[src/rtl/cmos_8_16bit_capture.sv]
// DVP capture front end: pairs camera bytes into RGB565 words, skips start-up
// frames, tracks pixel coordinates and flags lines/frames of the wrong size.
module cmos_8_16bit_capture #(
    parameter int unsigned H_ACTIVE    = 480,
    parameter int unsigned V_ACTIVE    = 272,
    parameter int unsigned SKIP_FRAMES = 10,
    parameter bit          HI_FIRST    = 1'b1
) (
    input  logic        clk,
    input  logic        rst,
    input  logic        cmos_vsync,
    input  logic        cmos_href,
    input  logic [7:0]  cmos_db,
    output logic [15:0] cmos_16bit_data,
    output logic        cmos_16bit_wr,
    output logic [9:0]  pixel_x,
    output logic [9:0]  pixel_y,
    output logic        frame_start,
    output logic        frame_done,
    output logic        line_end,
    output logic        err_line,
    output logic [7:0]  frame_cnt
);
    localparam int unsigned SKW = $clog2(SKIP_FRAMES + 2);
    localparam int unsigned XW  = 11;
    localparam int unsigned YW  = 10;

    typedef enum logic [1:0] {SKIP, WAIT_VS, ACTIVE} state_t;

    state_t         r_state;
    state_t         w_state_next;
    logic           r_vs1, r_vs2, r_href1, r_href2;
    logic [7:0]     r_db1;
    logic [7:0]     r_byte;
    logic           r_phase;
    logic [SKW-1:0] r_skip;
    logic [XW-1:0]  r_xcnt;
    logic [YW-1:0]  r_ycnt;

    logic           w_vs_rise, w_vs_fall, w_href_fall;
    logic           w_start, w_done, w_lend, w_byte, w_skip_inc;
    logic [YW-1:0]  w_ycnt_inc, w_ycnt_end;

    assign w_vs_rise   = r_vs1 & ~r_vs2;
    assign w_vs_fall   = ~r_vs1 & r_vs2;
    assign w_href_fall = ~r_href1 & r_href2;
    assign w_ycnt_inc  = (r_ycnt == '1) ? r_ycnt : r_ycnt + YW'(1);
    // Line count as it stands after this cycle, so a line ending together with vsync is included
    assign w_ycnt_end  = w_lend ? w_ycnt_inc : r_ycnt;

    always_ff @(posedge clk) begin
        if (rst) r_state <= SKIP;
        else     r_state <= w_state_next;
    end

    always_comb begin
        w_state_next = r_state;
        w_start      = 1'b0;
        w_done       = 1'b0;
        w_lend       = 1'b0;
        w_byte       = 1'b0;
        w_skip_inc   = 1'b0;
        case (r_state)
            SKIP: begin
                if (r_skip == SKW'(SKIP_FRAMES)) w_state_next = WAIT_VS;
                else if (w_vs_rise)              w_skip_inc   = 1'b1;
            end
            WAIT_VS: begin
                if (w_vs_fall) begin
                    w_start      = 1'b1;
                    w_state_next = ACTIVE;
                end
            end
            ACTIVE: begin
                w_lend = w_href_fall;
                w_byte = r_href1;
                if (w_vs_rise) begin
                    w_done       = 1'b1;
                    w_state_next = WAIT_VS;
                end
            end
            default: w_state_next = SKIP;
        endcase
    end

    always_ff @(posedge clk) begin
        if (rst) begin
            r_vs1           <= 1'b0;
            r_vs2           <= 1'b0;
            r_href1         <= 1'b0;
            r_href2         <= 1'b0;
            r_db1           <= 8'd0;
            r_byte          <= 8'd0;
            r_phase         <= 1'b0;
            r_skip          <= '0;
            r_xcnt          <= '0;
            r_ycnt          <= '0;
            cmos_16bit_data <= 16'd0;
            cmos_16bit_wr   <= 1'b0;
            pixel_x         <= 10'd0;
            pixel_y         <= 10'd0;
            frame_start     <= 1'b0;
            frame_done      <= 1'b0;
            line_end        <= 1'b0;
            err_line        <= 1'b0;
            frame_cnt       <= 8'd0;
        end else begin
            r_vs1         <= cmos_vsync;
            r_vs2         <= r_vs1;
            r_href1       <= cmos_href;
            r_href2       <= r_href1;
            r_db1         <= cmos_db;
            cmos_16bit_wr <= 1'b0;
            frame_start   <= w_start;
            frame_done    <= w_done;
            line_end      <= w_lend;

            if (w_skip_inc) r_skip <= r_skip + SKW'(1);

            if (w_start) begin
                err_line  <= 1'b0;
                pixel_x   <= 10'd0;
                pixel_y   <= 10'd0;
                frame_cnt <= frame_cnt + 8'd1;
                r_xcnt    <= '0;
                r_ycnt    <= '0;
                r_phase   <= 1'b0;
            end

            // Byte pairing: phase 0 holds the first byte, phase 1 emits the word
            if (w_byte) begin
                r_phase <= ~r_phase;
                if (!r_phase) begin
                    r_byte <= r_db1;
                end else begin
                    cmos_16bit_data <= HI_FIRST ? {r_byte, r_db1} : {r_db1, r_byte};
                    cmos_16bit_wr   <= (r_xcnt < XW'(H_ACTIVE)) && (r_ycnt < YW'(V_ACTIVE));
                    pixel_x         <= 10'(r_xcnt);
                    pixel_y         <= r_ycnt;
                    if (r_xcnt != '1) r_xcnt <= r_xcnt + XW'(1);
                end
            end

            if (w_lend) begin
                r_phase <= 1'b0;
                r_xcnt  <= '0;
                r_ycnt  <= w_ycnt_inc;
                pixel_x <= 10'd0;
                pixel_y <= w_ycnt_inc;
                if (r_phase || (r_xcnt != XW'(H_ACTIVE))) err_line <= 1'b1;
            end

            if (w_done && (w_ycnt_end != YW'(V_ACTIVE))) err_line <= 1'b1;
        end
    end
endmodule

[config.mk]
export PLATFORM = sky130hd
export DESIGN_NAME = cmos_8_16bit_capture
export DESIGN_NICKNAME = d
export VERILOG_FILES = /design/src/rtl/cmos_8_16bit_capture.sv
export SDC_FILE = /design/constraint.sdc
export NUM_CORES = 1
export LEC_CHECK = 0
export ABC_AREA = 1
export CELL_PAD_IN_SITES_DETAIL_PLACEMENT = 1
export CELL_PAD_IN_SITES_GLOBAL_PLACEMENT = 2
export CORE_MARGIN = 2
export CORE_UTILIZATION = 33
export CTS_CLUSTER_SIZE = 20
export DETAILED_ROUTE_END_ITERATION = 7
export PLACE_DENSITY_LB_ADDON = 0.1
export SLEW_MARGIN = 10
export SYNTH_ARGS = -nofsm -noshare
export SYNTH_HDL_FRONTEND = slang
export SYNTH_SLANG_ARGS = --single-unit
[constraint.sdc]
create_clock -name clk -period 4.17 [get_ports clk]
set_input_delay 0.6255 -clock clk [delete_from_list [all_inputs] [get_ports clk]]
set_output_delay 0.6255 -clock clk [all_outputs]
set_load 0.05 [all_outputs]
* Word level (Yosys, flattened, before mapping)
Index checks and enable logic that the tools add are counted.
Word-level totals: register bits after elaboration 97, bits of input ports 12, output and inout port bits 49, word-level logic and storage cells 88
Cells by class: $add $sub $neg 4, $lt $le $gt $ge 2, equality and inequality tests 10, muxes and demuxes 33, bitwise gates (word level) 8, reductions and logical operators 11
Operator list (count):
- $mux W10 | 11
- $mux W11 | 4
- $mux W1 | 14
- $add A11 B1 Y11 const B | 1
- $lt A11 B9 Y1 const B | 1
- $ne A11 B11 Y1 const B | 1
- $ne A11 B9 Y1 const B | 1
- $add A10 B1 Y10 const B | 1
- $eq A10 B10 Y1 const B | 1
- $lt A10 B9 Y1 const B | 1
- $ne A10 B9 Y1 const B | 1
- $add A8 B1 Y8 const B | 1
- $mux W2 | 3
- $ne A2 B2 Y1 const B | 3
- $pmux W2 S3 | 1
- $not A1 Y1 | 5
- $add A4 B1 Y4 const B | 1
- $eq A4 B4 Y1 const B | 1
- $reduce_and A2 Y1 | 2
- $reduce_bool A2 Y1 | 2
- $and A1 B1 Y1 | 3
- $reduce_and A3 Y1 | 1
- $reduce_or A3 Y1 | 1
- $eq A2 B1 Y1 const B | 1
- 5 further kinds | 6

* Logic depth before layout (Yosys ltp)
Gate-level depths: netlist (run 1).
depth in word-level cells 8, mapped depth 12, mapped depth without buffers 12

* Least setup slack after synthesis (run 1)
Ideal clock, no wire load.
path type register -> register, start point register r_xcnt[0], end point register r_xcnt[3], setup time 0.117 ns, arrival time 1.549 ns, data required time 4.053 ns, slack 2.504 ns, cell stages (with the launch flop) 10, clock period less this slack 1.666 ns, cells stage by stage dfxtp_1 > ha_1 > nand3_2 > nor3_4 > nand3_2 > o21ai_4 > nand2_2 > buf_6 > o21ai_0 > nor2_1
Between the ends: longest elaborated chain between the ends 4
Ends and longest elaborated chain:
- start: declaration | line 37 | logic [XW-1:0] r_xcnt;
- start signal: assignment | line 140 | if (r_xcnt != '1) r_xcnt <= r_xcnt + XW'(1);
- $add A11 B1 Y11 / $ne A11 B11 Y1 (equally long branches) | line 140
- $mux W11 (*) | line 140
- $mux W11 (*) | line 133 | if (!r_phase) begin
- $mux W11 (*) | line 131 | if (w_byte) begin
Mark *: on every way between the ends. The rest lies on a longest branch, timed or not. A chain may end at the register's enable or synchronous reset.

* Worst setup path after layout (run 1)
start point register r_state[1], end point register r_xcnt[2]
Between the ends: longest elaborated chain between the ends 6
Ends and longest elaborated chain:
- start: declaration | line 30 | state_t r_state;
- start signal: assignment | line 53 | else r_state <= w_state_next;
- $eq A2 B1 Y1 | line 63 | case (r_state)
- $mux W1 | line 63
- $mux W11 | line 120 | if (w_start) begin
- $mux W11 | line 140
- $mux W11 | line 133
- $mux W11 | line 131
Parallel ways exist; a longest one is shown, timed or not.

==> flow_summary.html, run 1 <==
<table>
<tr><th>Metric</th><th>Value</th></tr>
<tr><th colspan="2">Final layout</th></tr>
<tr><td>Post-route standard cell area excluding fillers</td><td>5080 sq um</td></tr>
<tr><td>NumNets Final</td><td>631</td></tr>
<tr><td>Filler cells</td><td>1513</td></tr>
<tr><td>Number of antenna cells inserted</td><td>0</td></tr>
<tr><td>Synthesis-to-finish area growth</td><td>24.8%</td></tr>
<tr><td>Fraction of final layout cells sized beyond drive strength 1</td><td>0.0469</td></tr>
<tr><th colspan="2">Place</th></tr>
<tr><td>RePlAce Congestion</td><td>0.780</td></tr>
<tr><td>Instance area at placement</td><td>4790 sq um</td></tr>
<tr><td>Setup slack after placement</td><td>1.65 ns</td></tr>
<tr><td>Count of buffers inserted at the top-level ports</td><td>60</td></tr>
<tr><td>Sum of net half-perimeters after detailed placement</td><td>7640 um</td></tr>
<tr><th colspan="2">Floorplan</th></tr>
<tr><td>Core area</td><td>12000 sq um</td></tr>
<tr><td>Initial standard-cell utilization of the core</td><td>0.339</td></tr>
<tr><td>Area of the die</td><td>13200 sq um</td></tr>
<tr><td>Chip height</td><td>115 um</td></tr>
<tr><td>X dimension of the die</td><td>115 um</td></tr>
<tr><td>Row count</td><td>40</td></tr>
<tr><td>I/O pin total</td><td>61</td></tr>
<tr><th colspan="2">Synthesis</th></tr>
<tr><td>Leading cell type by number of instances after synthesis</td><td>sky130_fd_sc_hd__nand2_1</td></tr>
<tr><td>Top-area cell type share of the netlist area</td><td>0.477</td></tr>
<tr><td>Mux share of post-synthesis cell area</td><td>0</td></tr>
<tr><td>Compound-Gate Fraction of Synth Area</td><td>0.144</td></tr>
<tr><td>Async set or reset register ratio after synthesis</td><td>0</td></tr>
<tr><td>Library cell occupying the most area in the post-synthesis netlist</td><td>sky130_fd_sc_hd__dfxtp_1</td></tr>
<tr><td>Area of the mapped netlist</td><td>4070 sq um</td></tr>
<tr><td>Flop and latch count out of synthesis</td><td>97</td></tr>
<tr><td>Mapped Avg Cell Area</td><td>7.30 sq um</td></tr>
<tr><td>Number of flops mapped to enable cells by yosys</td><td>0</td></tr>
<tr><td>Sequential area share after synthesis</td><td>0.477</td></tr>
<tr><td>Combinational family with the most area after synthesis</td><td>simple AND/OR/NAND/NOR gates</td></tr>
<tr><td>Synth Net Count</td><td>576</td></tr>
<tr><td>Share of synthesized cell area in and, or, nand and nor gates</td><td>0.272</td></tr>
<tr><td>Number of cells produced by synthesis</td><td>558</td></tr>
<tr><td>Synth area leaders</td><td>sky130_fd_sc_hd__dfxtp_1, sky130_fd_sc_hd__nand2_1, sky130_fd_sc_hd__a21oi_1</td></tr>
<tr><td>Yosys Warn Count</td><td>0</td></tr>
<tr><td>Synth Area in Adders</td><td>0.0184</td></tr>
<tr><td>Unique cell type count in the Yosys netlist</td><td>34</td></tr>
<tr><td>Top FF cell, synth</td><td>sky130_fd_sc_hd__dfxtp_1</td></tr>
<tr><td>Most numerous cell types in the synthesized netlist</td><td>sky130_fd_sc_hd__nand2_1, sky130_fd_sc_hd__dfxtp_1, sky130_fd_sc_hd__nor2_1</td></tr>
<tr><td>Post-synthesis share of cell area spent on xor and xnor gates</td><td>0.0108</td></tr>
<tr><th colspan="2">Timing</th></tr>
<tr><td>Final setup violation count</td><td>0</td></tr>
<tr><td>Final worst path period share</td><td>0.596</td></tr>
<tr><td>Setup TNS after final layout</td><td>0 ns</td></tr>
<tr><td>Fmax achieved</td><td>402 MHz</td></tr>
<tr><td>Smallest hold slack</td><td>0.466 ns</td></tr>
<tr><td>Slew headroom</td><td>0.278</td></tr>
<tr><td>Transition time at the pin with the least slew margin</td><td>1.08 ns</td></tr>
<tr><td>Worst setup slack after layout</td><td>1.68 ns</td></tr>
<tr><td>Setup repair after global routing missed its margin</td><td>no</td></tr>
<tr><td>Max-slew violation total from the final report</td><td>0</td></tr>
<tr><td>Total count of hold-check failures in the final report</td><td>0</td></tr>
<tr><td>Final min period</td><td>2.49 ns</td></tr>
<tr><td>Clk_skew</td><td>0.00843 ns</td></tr>
<tr><th colspan="2">Power</th></tr>
<tr><td>Total power of the final layout</td><td>1.79 mW</td></tr>
<tr><td>Static leakage</td><td>1.95 nW</td></tr>
<tr><td>Power per standard cell area</td><td>352 nW/um^2</td></tr>
<tr><td>Maximum vdd drop</td><td>0.160 mV</td></tr>
<tr><th colspan="2">Global routing</th></tr>
<tr><td>Antenna violations before repair</td><td>0</td></tr>
<tr><td>Total gr overflow</td><td>0</td></tr>
<tr><td>Gr usage total</td><td>0.178</td></tr>
<tr><td>Number of global-route vias before repair</td><td>3892</td></tr>
<tr><td>Largest net degree at the start of global routing</td><td>58</td></tr>
<tr><td>Global-route wire length before repair</td><td>18600 um</td></tr>
<tr><th colspan="2">Route</th></tr>
<tr><td>Remaining DRCs</td><td>0</td></tr>
<tr><td>Via count of the routed design</td><td>3803</td></tr>
<tr><td>Total iterations of the first detailed-routing run</td><td>4</td></tr>
<tr><td>Mean number of vias per cell</td><td>4.97</td></tr>
<tr><td>Post-detailed-route wirelength per cell</td><td>14.3 um</td></tr>
<tr><td>Iteration-0 DRC count of the detailed router</td><td>98</td></tr>
<tr><td>Antenna viol nets, final</td><td>0</td></tr>
<tr><td>Total routed wirelength</td><td>10900 um</td></tr>
<tr><th colspan="2">Hold path</th></tr>
<tr><td>Hold path startpoint</td><td>pixel_x[4]</td></tr>
<tr><td>Worst hold path endpoint</td><td>pixel_x[4]</td></tr>
<tr><td>Type of the tightest min-delay check</td><td>flip-flop to flip-flop</td></tr>
<tr><td>Hold Path Cell Cnt</td><td>2</td></tr>
<tr><th colspan="2">Clock tree</th></tr>
<tr><td>Buffers inserted during post-CTS setup optimization</td><td>0</td></tr>
<tr><td>Cell at the root of the clock tree</td><td>sky130_fd_sc_hd__clkbuf_16</td></tr>
<tr><td>Number of clock sinks seen by CTS</td><td>97</td></tr>
<tr><td>Max H-tree Level</td><td>3</td></tr>
<tr><td>Clock tree from TritonCTS</td><td>yes</td></tr>
<tr><td>PostCTS Resize Cnt</td><td>0</td></tr>
<tr><td>Register clock-pin slew on the reported worst setup and hold paths</td><td>0.07 ns</td></tr>
<tr><td>Clock Tree Buf Depth</td><td>2</td></tr>
<tr><td>Post-CTS Hold Buffers</td><td>0</td></tr>
<tr><td>TritonCTS buffer count</td><td>9</td></tr>
<tr><td>Clock network latency to the later pin of the worst-skew pair</td><td>0.35 ns</td></tr>
<tr><th colspan="2">Setup path</th></tr>
<tr><td>Data required time of the worst path</td><td>4.46 ns</td></tr>
<tr><td>Reg-to-reg setup timing slack</td><td>1.68 ns</td></tr>
<tr><td>Launching point of the worst reg2reg path</td><td>r_state[1]</td></tr>
<tr><td>Startpoint type of the worst setup path</td><td>flip-flop</td></tr>
<tr><td>Crit Path Max Fanout</td><td>15</td></tr>
<tr><td>Type of the setup path with the least slack</td><td>flip-flop to flip-flop</td></tr>
<tr><td>Worst Reg-to-Reg Cells</td><td>10</td></tr>
<tr><td>R2r endpoint</td><td>r_xcnt[2]</td></tr>
<tr><td>Kind of capture point of the worst setup path</td><td>flip-flop</td></tr>
<tr><td>Arrival time at the worst endpoint</td><td>2.77 ns</td></tr>
<tr><th colspan="2">Job</th></tr>
<tr><td>Maxcap violations</td><td>0</td></tr>
<tr><th colspan="2">Outcome</th></tr>
<tr><td>Run status</td><td>finished clean</td></tr>
</table>
[power breakdown]
group / internal (mW) / leakage (nW) / switching [mW]
registers: 0.933 / 0.784 / 0.00416
clock network: 0.427 / 0.129 / 0.382
logic: 0.0156 / 1.03 / 0.0260
[layout by cell type (no fill, tap or decap), drive strengths merged]
| cell type | Yosys | routed |
|---|---|---|
| a2111oi | 1 | 1 |
| a211oi | 1 | 1 |
| a21oi | 63 | 63 |
| a22oi | 4 | 4 |
| a31oi | 2 | 2 |
| a32oi | 1 | 1 |
| and3 | 1 | 1 |
| buf | 5 | 5 |
| clkbuf | 15 | 10 |
| clkdlybuf4s50 | 0 | 59 |
| clkinv | 3 | 3 |
| clkinvlp | 0 | 4 |
| dfxtp | 97 | 97 |
| ha | 6 | 6 |
| inv | 59 | 61 |
| nand2 | 130 | 130 |
| nand3 | 35 | 35 |
| nand3b | 1 | 1 |
| nand4 | 12 | 12 |
| nor2 | 69 | 69 |
| nor3 | 8 | 8 |
| nor4 | 3 | 3 |
| o211ai | 1 | 1 |
| o21ai | 35 | 35 |
| o311ai | 1 | 1 |
| xnor2 | 1 | 1 |
| xor2 | 4 | 4 |
[how the worst max path moves through the flow]
| stage | startpoint | endpoint | slack (ns) | depth (start not counted) |
|---|---|---|---|---|
| global placement | rst | err_line | 1.71 | 5 |
| floorplan | r_xcnt[0] | r_xcnt[3] | 2.50 | 9 |
| CTS | r_state[1] | r_xcnt[2] | 1.64 | 10 |
| finish | r_state[1] | r_xcnt[2] | 1.68 | 10 |
| detailed placement | rst | err_line | 1.65 | 5 |
| global route | r_state[1] | r_xcnt[2] | 1.38 | 10 |
[registers in the layout, indices dropped and copies added (netlist names)]
name             flops
line_end             1
r_xcnt              11
cmos_16bit_data     16
r_skip               4
err_line             1
cmos_16bit_wr        1
r_href2              1
frame_cnt            8
r_phase              1
r_db1                8
frame_done           1
r_state              2
pixel_y             10
r_ycnt              10
r_byte               8
r_vs2                1
frame_start          1
r_href1              1
r_vs1                1
pixel_x             10
[per-layer routing]
layer	share of wire	GRT usage	vias to the layer above
li1	-	-	1924
met1	0.49	0.235	1811
met2	0.47	0.290	55
met3	0.026	0.0295	13
met4	0.019	0.0723	0
met5	0	0	-
[critical path, stage by stage (launching register included)]
cell and delay, ns:
sky130_fd_sc_hd__dfxtp_1 0.30, sky130_fd_sc_hd__inv_1 0.09, sky130_fd_sc_hd__nor2_1 0.08, sky130_fd_sc_hd__inv_1 0.12, sky130_fd_sc_hd__nor2_1 0.06, sky130_fd_sc_hd__buf_4 0.18
sky130_fd_sc_hd__nor2_1 0.82, sky130_fd_sc_hd__inv_1 0.42, sky130_fd_sc_hd__nor2_1 0.19, sky130_fd_sc_hd__nand2_1 0.08, sky130_fd_sc_hd__nor2_1 0.07
[area by class of cell]
cell class                 count  area, sq um  area share
multi-input combinational    379         1810       0.356
sequential                    97         1940       0.382
clock buffer                  10          239      0.0470
inverter                      62          233      0.0458
tap                          147          184      0.0362
clock inverter                 6         50.0     0.00984
timing repair buffer          64          626       0.123
[cells by family (layout without fill, tap and decap cells)]
| logic type | Yosys count | after routing |
|---|---|---|
| compound gates | 109 | 109 |
| buf+inv | 82 | 142 |
| flops | 97 | 97 |
| xor+xnor | 5 | 5 |
| fa+ha+maj | 6 | 6 |
| simple gates | 259 | 259 |
[stage by stage]
step / util / cells
global placement: 0.399 / 749
floorplan: - / 558
finish: 0.423 / 765
global route: 0.423 / 765
detailed placement: 0.399 / 749
CTS: 0.423 / 765
(Power assumes the default switching activity.)
==> inputs of run 2 (changes only) <==
- CORE_UTILIZATION: 33 -> 30
- clock period: 4.17 -> 2.4 ns (I/O delays scaled with it)
==> run 2 against run 1 <==
Cell count grew 4.6%; global-route usage shrank 0.90 points; critical path depth grew 1; maximum frequency grew 22%; utilization shrank 3.1 points; die area grew 9.6%; clock power grew 88%; non-clock buffer count grew 6; via count shrank 0.39%; sequential power grew 74%; register-to-register slack lost 1.3 ns; sequential cell count is the same; critical endpoint is now err_line.
==> flow_summary.html, run 2 (synthesized netlist as in run 1, its figures left out) <==
<table>
<tr><th>Metric</th><th>Value</th></tr>
<tr><th colspan="2">Final layout</th></tr>
<tr><td>Register ranked first by flip-flop count</td><td>cmos_16bit_data</td></tr>
<tr><td>Count of placed standard cells in the final layout, fillers left out</td><td>800 (+4.6%)</td></tr>
<tr><td>Final Util</td><td>0.392 (-0.0309)</td></tr>
<tr><td>Synthesis-to-finish area growth</td><td>27.6%</td></tr>
<tr><td>Largest register FFs</td><td>16 (unchanged)</td></tr>
<tr><td>Top library cells by usage in the layout, fill and taps aside</td><td>sky130_fd_sc_hd__nand2_1, sky130_fd_sc_hd__dfxtp_1, sky130_fd_sc_hd__nor2_1</td></tr>
<tr><td>Top flop regs</td><td>cmos_16bit_data x16, r_xcnt x11</td></tr>
<tr><td>Fraction of final layout cells sized beyond drive strength 1</td><td>0.0577 (+0.0108)</td></tr>
<tr><td>Number of antenna cells inserted</td><td>0 (unchanged)</td></tr>
<tr><td>NumNets Final</td><td>637 (+0.95%)</td></tr>
<tr><td>Most common library cell in the layout ignoring fill and taps</td><td>sky130_fd_sc_hd__nand2_1</td></tr>
<tr><th colspan="2">Route</th></tr>
<tr><td>Post-detailed-route wirelength per cell</td><td>14.6 um (+1.8%)</td></tr>
<tr><td>Antenna viol nets, final</td><td>0 (unchanged)</td></tr>
<tr><td>Via count of the routed design</td><td>3788 (-0.39%)</td></tr>
<tr><td>Remaining DRCs</td><td>0 (unchanged)</td></tr>
<tr><td>Total iterations of the first detailed-routing run</td><td>4 (unchanged)</td></tr>
<tr><td>Iteration-0 DRC count of the detailed router</td><td>157 (+60%)</td></tr>
<tr><td>Mean number of vias per cell</td><td>4.74 (-4.8%)</td></tr>
<tr><td>Total routed wirelength</td><td>11700 um (+6.4%)</td></tr>
<tr><th colspan="2">Clock tree</th></tr>
<tr><td>Number of clock sinks seen by CTS</td><td>97 (unchanged)</td></tr>
<tr><td>Clock tree from TritonCTS</td><td>yes</td></tr>
<tr><td>Cell at the root of the clock tree</td><td>sky130_fd_sc_hd__clkbuf_16</td></tr>
<tr><td>TritonCTS buffer count</td><td>9 (unchanged)</td></tr>
<tr><td>Clock network latency to the later pin of the worst-skew pair</td><td>0.36 ns (about the same)</td></tr>
<tr><td>Buffers inserted during post-CTS setup optimization</td><td>0 (unchanged)</td></tr>
<tr><td>Register clock-pin slew on the reported worst setup and hold paths</td><td>0.07 ns (about the same)</td></tr>
<tr><td>Clock Tree Buf Depth</td><td>2 (unchanged)</td></tr>
<tr><td>Max H-tree Level</td><td>3 (unchanged)</td></tr>
<tr><th colspan="2">Timing</th></tr>
<tr><td>Transition time at the pin with the least slew margin</td><td>0.624 ns (-0.455 ns)</td></tr>
<tr><td>Final worst path period share</td><td>0.849 (+0.253)</td></tr>
<tr><td>Setup repair after global routing missed its margin</td><td>no</td></tr>
<tr><td>Total count of hold-check failures in the final report</td><td>0 (unchanged)</td></tr>
<tr><td>Worst setup slack after layout</td><td>0.362 ns (-1.32 ns)</td></tr>
<tr><td>Final min period</td><td>2.04 ns (-0.447 ns)</td></tr>
<tr><td>Clk_skew</td><td>0.00887 ns (+0.000442 ns)</td></tr>
<tr><td>Fmax achieved</td><td>491 MHz (+22%)</td></tr>
<tr><td>Max-slew violation total from the final report</td><td>0 (unchanged)</td></tr>
<tr><td>Slew headroom</td><td>0.580 (+0.303)</td></tr>
<tr><td>Final setup violation count</td><td>0 (unchanged)</td></tr>
<tr><td>Setup TNS after final layout</td><td>0 ns (unchanged)</td></tr>
<tr><th colspan="2">Hold path</th></tr>
<tr><td>Type of the tightest min-delay check</td><td>input pin to flip-flop</td></tr>
<tr><th colspan="2">Floorplan</th></tr>
<tr><td>I/O pin total</td><td>61 (unchanged)</td></tr>
<tr><td>Core area</td><td>13200 sq um (+10%)</td></tr>
<tr><td>Chip height</td><td>121 um (+4.7%)</td></tr>
<tr><td>Area of the die</td><td>14500 sq um (+9.6%)</td></tr>
<tr><td>Initial standard-cell utilization of the core</td><td>0.308 (-0.0315)</td></tr>
<tr><td>Row count</td><td>42 (+5.0%)</td></tr>
<tr><td>X dimension of the die</td><td>121 um (+4.7%)</td></tr>
<tr><th colspan="2">Setup path</th></tr>
<tr><td>Type of the setup path with the least slack</td><td>flip-flop to flip-flop</td></tr>
<tr><td>Data required time of the worst path</td><td>2.70 ns (-1.76 ns)</td></tr>
<tr><td>Crit Path Max Fanout</td><td>7 (-8)</td></tr>
<tr><td>Arrival time at the worst endpoint</td><td>2.34 ns (-0.43 ns)</td></tr>
<tr><td>Kind of capture point of the worst setup path</td><td>flip-flop</td></tr>
<tr><td>Startpoint type of the worst setup path</td><td>flip-flop</td></tr>
<tr><th colspan="2">Global routing</th></tr>
<tr><td>Global-route wire length before repair</td><td>19400 um (+4.2%)</td></tr>
<tr><td>Number of global-route vias before repair</td><td>3858 (-0.87%)</td></tr>
<tr><td>Antenna violations before repair</td><td>0 (unchanged)</td></tr>
<tr><td>Largest net degree at the start of global routing</td><td>57 (-1.7%)</td></tr>
<tr><td>Gr usage total</td><td>0.169 (-0.00902)</td></tr>
<tr><td>Total gr overflow</td><td>0 (unchanged)</td></tr>
<tr><th colspan="2">Place</th></tr>
<tr><td>Sum of net half-perimeters after detailed placement</td><td>8160 um (+6.7%)</td></tr>
<tr><td>Count of buffers inserted at the top-level ports</td><td>60 (unchanged)</td></tr>
<tr><td>RePlAce Congestion</td><td>0.782 (+0.26%)</td></tr>
<tr><td>Setup slack after placement</td><td>0.258 ns (-1.39 ns)</td></tr>
<tr><td>Placed cells</td><td>784 (+4.7%)</td></tr>
<tr><th colspan="2">Power</th></tr>
<tr><td>Total power of the final layout</td><td>3.22 mW (+80%)</td></tr>
<tr><td>Maximum vdd drop</td><td>0.291 mV (+82%)</td></tr>
<tr><td>Clock network power share</td><td>0.471 (+0.019)</td></tr>
<tr><td>Sequential group share of total power</td><td>0.505 (-0.019)</td></tr>
<tr><td>Power share of the combinational group</td><td>0.023 (about the same)</td></tr>
<tr><td>Switch Pwr</td><td>0.745 mW (+81%)</td></tr>
<tr><td>Switching part of the total power</td><td>0.231 (+0.000642)</td></tr>
<tr><td>Internal portion of total power</td><td>2.48 mW (+80%)</td></tr>
<tr><td>Static leakage</td><td>2.00 nW (+2.6%)</td></tr>
<tr><td>Power per standard cell area</td><td>621 nW/um^2 (+76%)</td></tr>
<tr><th colspan="2">Outcome</th></tr>
<tr><td>Run status</td><td>finished clean</td></tr>
<tr><th colspan="2">Job</th></tr>
<tr><td>Maxcap violations</td><td>0 (unchanged)</td></tr>
</table>
[run 2: cell types whose count changed in the layout (fill, tap and decap cells not counted)]
cell and change:
sky130_fd_sc_hd__clkbuf_8 -1, sky130_fd_sc_hd__inv_6 -1, sky130_fd_sc_hd__clkinv_4 +3, sky130_fd_sc_hd__clkinvlp_4 -3
sky130_fd_sc_hd__nor2_1 -1, sky130_fd_sc_hd__buf_4 +6, sky130_fd_sc_hd__bufinv_16 +1, sky130_fd_sc_hd__nor2_2 +1
sky130_fd_sc_hd__clkinv_8 +1
[run 2: final timing paths]
check                             to  cells after the start  slack [ns]      start
hold reg to reg   cmos_16bit_data[9]                      2        0.46  r_byte[1]
setup / recovery            err_line                     11        0.36  r_ycnt[0]
hold / removal              err_line                      4        0.40        rst
setup reg to reg            err_line                     11        0.36  r_ycnt[0]
[run 2: layout make-up]
cell class                      count  area, sq um
Fill cell                        1676         8050
Sequential cell                    97         1940
Multi-Input combinational cell    379         1810
Timing Repair Buffer               70          671
Inverter                           62          233
Clock buffer                        9          225
Tap cell                          176          220
Clock inverter                      7         91.3
[run 2: routing by layer]
metal  wire length (um)  share of wire  GRT usage
met1               5670           0.49      0.222
met2               5450           0.47      0.271
met3                300          0.026     0.0307
met4                233          0.020     0.0741
met5                  0              0          0
[run 2: power groups by stage]
stage / sequential [mW] / combinational (mW) / clock, mW
floorplan: 1.66 / 0.0416 / 0
global placement: 1.67 / 0.0748 / 0
detailed placement: 1.67 / 0.0768 / 0
CTS: 1.63 / 0.0768 / 1.58
global route: 1.63 / 0.0850 / 1.65
finish: 1.63 / 0.0753 / 1.52
[run 2: stage by stage]
step	instance area (sq um)	hold WS, ns
after CTS	5190	0.390
after global placement	4880	0.447
after global routing	5190	0.415
final	5190	0.397
after detailed placement	4880	0.455
after floorplan	4070	0.430
[run 2: what timing repair did]
action | 4_1_cts | 5_1_grt
gates resized for setup | 0 | 1
endpoints found under the setup margin | 0 | 2
hold buffers | 0 | 0
[run 2: critical path: stages (launching register included)]
cell	delay [ns]
sky130_fd_sc_hd__dfxtp_1	0.45
sky130_fd_sc_hd__ha_1	0.23
sky130_fd_sc_hd__nand2_1	0.09
sky130_fd_sc_hd__nor2_1	0.26
sky130_fd_sc_hd__nand3_1	0.31
sky130_fd_sc_hd__nand3_1	0.18
sky130_fd_sc_hd__nand2_1	0.11
sky130_fd_sc_hd__nand3_1	0.12
sky130_fd_sc_hd__nor2_1	0.05
sky130_fd_sc_hd__nand3_1	0.07
sky130_fd_sc_hd__nand2_1	0.05
sky130_fd_sc_hd__nand2_1	0.06
==> inputs of run 3 (changes only) <==
- CORE_UTILIZATION: 30 -> 27
- clock period: 2.4 -> 1.8 ns (I/O delays scaled with it)
==> run 3 against run 2 <==
Final area rose by 5.7%; largest cell class unchanged; global-route usage fell by 1.3 points; largest power group unchanged; register-to-register slack got worse by 0.33 ns; clock power rose by 28%.
==> flow_summary.html, run 3 (synthesized netlist as in run 1, its figures left out) <==
<table>
<tr><th>Metric</th><th>Value</th></tr>
<tr><th colspan="2">Power</th></tr>
<tr><td>Static leakage</td><td>2.36 nW (+18%)</td></tr>
<tr><td>Total power of the final layout</td><td>4.23 mW (+31%)</td></tr>
<tr><td>Maximum vdd drop</td><td>0.481 mV (+65%)</td></tr>
<tr><td>Power per standard cell area</td><td>771 nW/um^2 (+24%)</td></tr>
<tr><th colspan="2">Floorplan</th></tr>
<tr><td>Row count</td><td>44 (+4.8%)</td></tr>
<tr><td>X dimension of the die</td><td>127 um (+5.2%)</td></tr>
<tr><td>Chip height</td><td>127 um (+5.2%)</td></tr>
<tr><td>Core area</td><td>14600 sq um (+11%)</td></tr>
<tr><td>Initial standard-cell utilization of the core</td><td>0.278 (-0.0294)</td></tr>
<tr><td>I/O pin total</td><td>61 (unchanged)</td></tr>
<tr><td>Area of the die</td><td>16100 sq um (+11%)</td></tr>
<tr><th colspan="2">Timing</th></tr>
<tr><td>Clk_skew</td><td>0.0118 ns (+0.00295 ns)</td></tr>
<tr><td>Fmax achieved</td><td>566 MHz (+15%)</td></tr>
<tr><td>Slew headroom</td><td>0.663 (+0.0822)</td></tr>
<tr><td>Final min period</td><td>1.77 ns (-0.271 ns)</td></tr>
<tr><td>Total count of hold-check failures in the final report</td><td>0 (unchanged)</td></tr>
<tr><td>Final setup violation count</td><td>0 (unchanged)</td></tr>
<tr><td>Final worst path period share</td><td>0.982 (+0.132)</td></tr>
<tr><td>Transition time at the pin with the least slew margin</td><td>0.493 ns (-0.131 ns)</td></tr>
<tr><td>Max-slew violation total from the final report</td><td>0 (unchanged)</td></tr>
<tr><td>Setup repair after global routing missed its margin</td><td>yes</td></tr>
<tr><th colspan="2">Final layout</th></tr>
<tr><td>Register ranked first by flip-flop count</td><td>cmos_16bit_data</td></tr>
<tr><td>Top library cells by usage in the layout, fill and taps aside</td><td>sky130_fd_sc_hd__nand2_1, sky130_fd_sc_hd__dfxtp_1, sky130_fd_sc_hd__buf_4</td></tr>
<tr><td>Register area</td><td>1950 sq um (+0.39%)</td></tr>
<tr><td>Fraction of final layout cells sized beyond drive strength 1</td><td>0.177 (+0.120)</td></tr>
<tr><td>Synthesis-to-finish area growth</td><td>34.8%</td></tr>
<tr><td>Count of placed standard cells in the final layout, fillers left out</td><td>838 (+4.8%)</td></tr>
<tr><td>Filler cells</td><td>1807 (+7.8%)</td></tr>
<tr><td>Combined area of the multi-input logic cells</td><td>1920 sq um (+5.9%)</td></tr>
<tr><td>Most common library cell in the layout ignoring fill and taps</td><td>sky130_fd_sc_hd__nand2_1</td></tr>
<tr><td>Largest register FFs</td><td>16 (unchanged)</td></tr>
<tr><td>Number of antenna cells inserted</td><td>0 (unchanged)</td></tr>
<tr><td>Post-route standard cell area excluding fillers</td><td>5490 sq um (+5.7%)</td></tr>
<tr><td>Final Util</td><td>0.375 (-0.0175)</td></tr>
<tr><td>Top flop regs</td><td>cmos_16bit_data x16, r_xcnt x11</td></tr>
<tr><td>NumNets Final</td><td>668 (+4.9%)</td></tr>
<tr><th colspan="2">Global routing</th></tr>
<tr><td>Total gr overflow</td><td>0 (unchanged)</td></tr>
<tr><td>Global-route wire length before repair</td><td>20000 um (+2.8%)</td></tr>
<tr><td>Number of global-route vias before repair</td><td>4006 (+3.8%)</td></tr>
<tr><td>Largest net degree at the start of global routing</td><td>31 (-46%)</td></tr>
<tr><td>Gr usage total</td><td>0.156 (-0.0132)</td></tr>
<tr><td>Antenna violations before repair</td><td>0 (unchanged)</td></tr>
<tr><th colspan="2">Clock tree</th></tr>
<tr><td>Cell at the root of the clock tree</td><td>sky130_fd_sc_hd__clkbuf_16</td></tr>
<tr><td>Post-CTS Hold Buffers</td><td>0 (unchanged)</td></tr>
<tr><td>Max H-tree Level</td><td>3 (unchanged)</td></tr>
<tr><td>Register clock-pin slew on the reported worst setup and hold paths</td><td>0.07 ns (about the same)</td></tr>
<tr><td>Clock network latency to the later pin of the worst-skew pair</td><td>0.35 ns (about the same)</td></tr>
<tr><td>TritonCTS buffer count</td><td>9 (unchanged)</td></tr>
<tr><td>Clock Tree Buf Depth</td><td>2 (unchanged)</td></tr>
<tr><td>Number of clock sinks seen by CTS</td><td>97 (unchanged)</td></tr>
<tr><td>Clock tree from TritonCTS</td><td>yes</td></tr>
<tr><th colspan="2">Setup path</th></tr>
<tr><td>Startpoint type of the worst setup path</td><td>flip-flop</td></tr>
<tr><td>Kind of capture point of the worst setup path</td><td>flip-flop</td></tr>
<tr><td>Type of the setup path with the least slack</td><td>flip-flop to flip-flop</td></tr>
<tr><td>Arrival time at the worst endpoint</td><td>2.04 ns (-0.30 ns)</td></tr>
<tr><td>Data required time of the worst path</td><td>2.07 ns (-0.63 ns)</td></tr>
<tr><td>Crit Path Max Fanout</td><td>5 (-2)</td></tr>
<tr><th colspan="2">Route</th></tr>
<tr><td>Post-route met1 wirelength</td><td>5820 um (+2.6%)</td></tr>
<tr><td>Remaining DRCs</td><td>0 (unchanged)</td></tr>
<tr><td>Total routed wirelength</td><td>12100 um (+4.0%)</td></tr>
<tr><td>Total iterations of the first detailed-routing run</td><td>4 (unchanged)</td></tr>
<tr><td>Post-detailed-route wirelength per cell</td><td>14.5 um (-0.72%)</td></tr>
<tr><td>Met2 layer wire length in the routed design</td><td>5770 um (+6.0%)</td></tr>
<tr><td>WL met3</td><td>321 um (+7.0%)</td></tr>
<tr><td>Iteration-0 DRC count of the detailed router</td><td>122 (-22%)</td></tr>
<tr><td>Top routing layer in use</td><td>met4</td></tr>
<tr><td>Mean number of vias per cell</td><td>4.71 (-0.45%)</td></tr>
<tr><td>Antenna viol nets, final</td><td>0 (unchanged)</td></tr>
<tr><td>Via count of the routed design</td><td>3950 (+4.3%)</td></tr>
<tr><th colspan="2">Place</th></tr>
<tr><td>RePlAce Congestion</td><td>0.774 (-1.0%)</td></tr>
<tr><td>Sum of net half-perimeters after detailed placement</td><td>8820 um (+8.2%)</td></tr>
<tr><td>Count of buffers inserted at the top-level ports</td><td>60 (unchanged)</td></tr>
<tr><td>Instance area at placement</td><td>5020 sq um (+3.0%)</td></tr>
<tr><td>Placed cells</td><td>818 (+4.3%)</td></tr>
<tr><th colspan="2">Hold path</th></tr>
<tr><td>Type of the tightest min-delay check</td><td>input pin to flip-flop</td></tr>
<tr><th colspan="2">Job</th></tr>
<tr><td>Maxcap violations</td><td>0 (unchanged)</td></tr>
<tr><th colspan="2">Outcome</th></tr>
<tr><td>Run status</td><td>finished clean</td></tr>
</table>
-- run 3: final timing paths --
kind / to / depth (start not counted) / from / slack [ns]
setup reg to reg: r_xcnt[7] / 8 / r_xcnt[1] / 0.03
setup / recovery: r_xcnt[7] / 8 / r_xcnt[1] / 0.03
hold / removal: r_ycnt[4] / 3 / rst / 0.39
hold reg to reg: r_vs2 / 2 / r_vs1 / 0.46
-- run 3: repair_timing --
item / 4_1_cts / 5_1_grt
resized for setup: 7 / 42
pin swaps: 0 / 7
setup buffers: 0 / 4
gates cloned: 0 / 1
setup endpoints to repair: 6 / 25
-- run 3: per-stage QoR --
step	setup TNS [ns]	hold slack (ns)	setup slack, ns
detailed placement	-0.0774	0.456	-0.0774
floorplan	0	0.360	0.134
CTS	0	0.373	0.000455
global placement	-0.0644	0.442	-0.0644
finish	0	0.386	0.0330
global route	-0.610	0.403	-0.116
-- run 3: layout make-up --
class	count	area share
clock buffers	11	0.0442
multi-input cells	380	0.350
clock inverters	4	0.00957
well taps	184	0.0419
repair buffers	100	0.156
flip-flops and latches	97	0.355
inverters	62	0.0431
-- run 3: power breakdown --
| group | internal, mW | switching [mW] |
|---|---|---|
| Sequential | 2.16 | 0.0101 |
| Combinational | 0.0436 | 0.0653 |
| Clock | 1.11 | 0.836 |
-- run 3: worst max-delay path, stage by stage (launching register included) --
cell                      delay (ns)
sky130_fd_sc_hd__dfxtp_2        0.36
sky130_fd_sc_hd__ha_4           0.15
sky130_fd_sc_hd__nand3_4        0.09
sky130_fd_sc_hd__nor3_4         0.25
sky130_fd_sc_hd__nand3_2        0.14
sky130_fd_sc_hd__o21ai_4        0.31
sky130_fd_sc_hd__buf_6          0.15
sky130_fd_sc_hd__nand4_1        0.08
sky130_fd_sc_hd__a21oi_1        0.15
-- run 3: metal layers --
layer / track usage / up-vias
li1: - / 2006
met1: 0.199 / 1886
met2: 0.263 / 47
met3: 0.0270 / 11
met4: 0.0588 / 0
met5: 0 / -
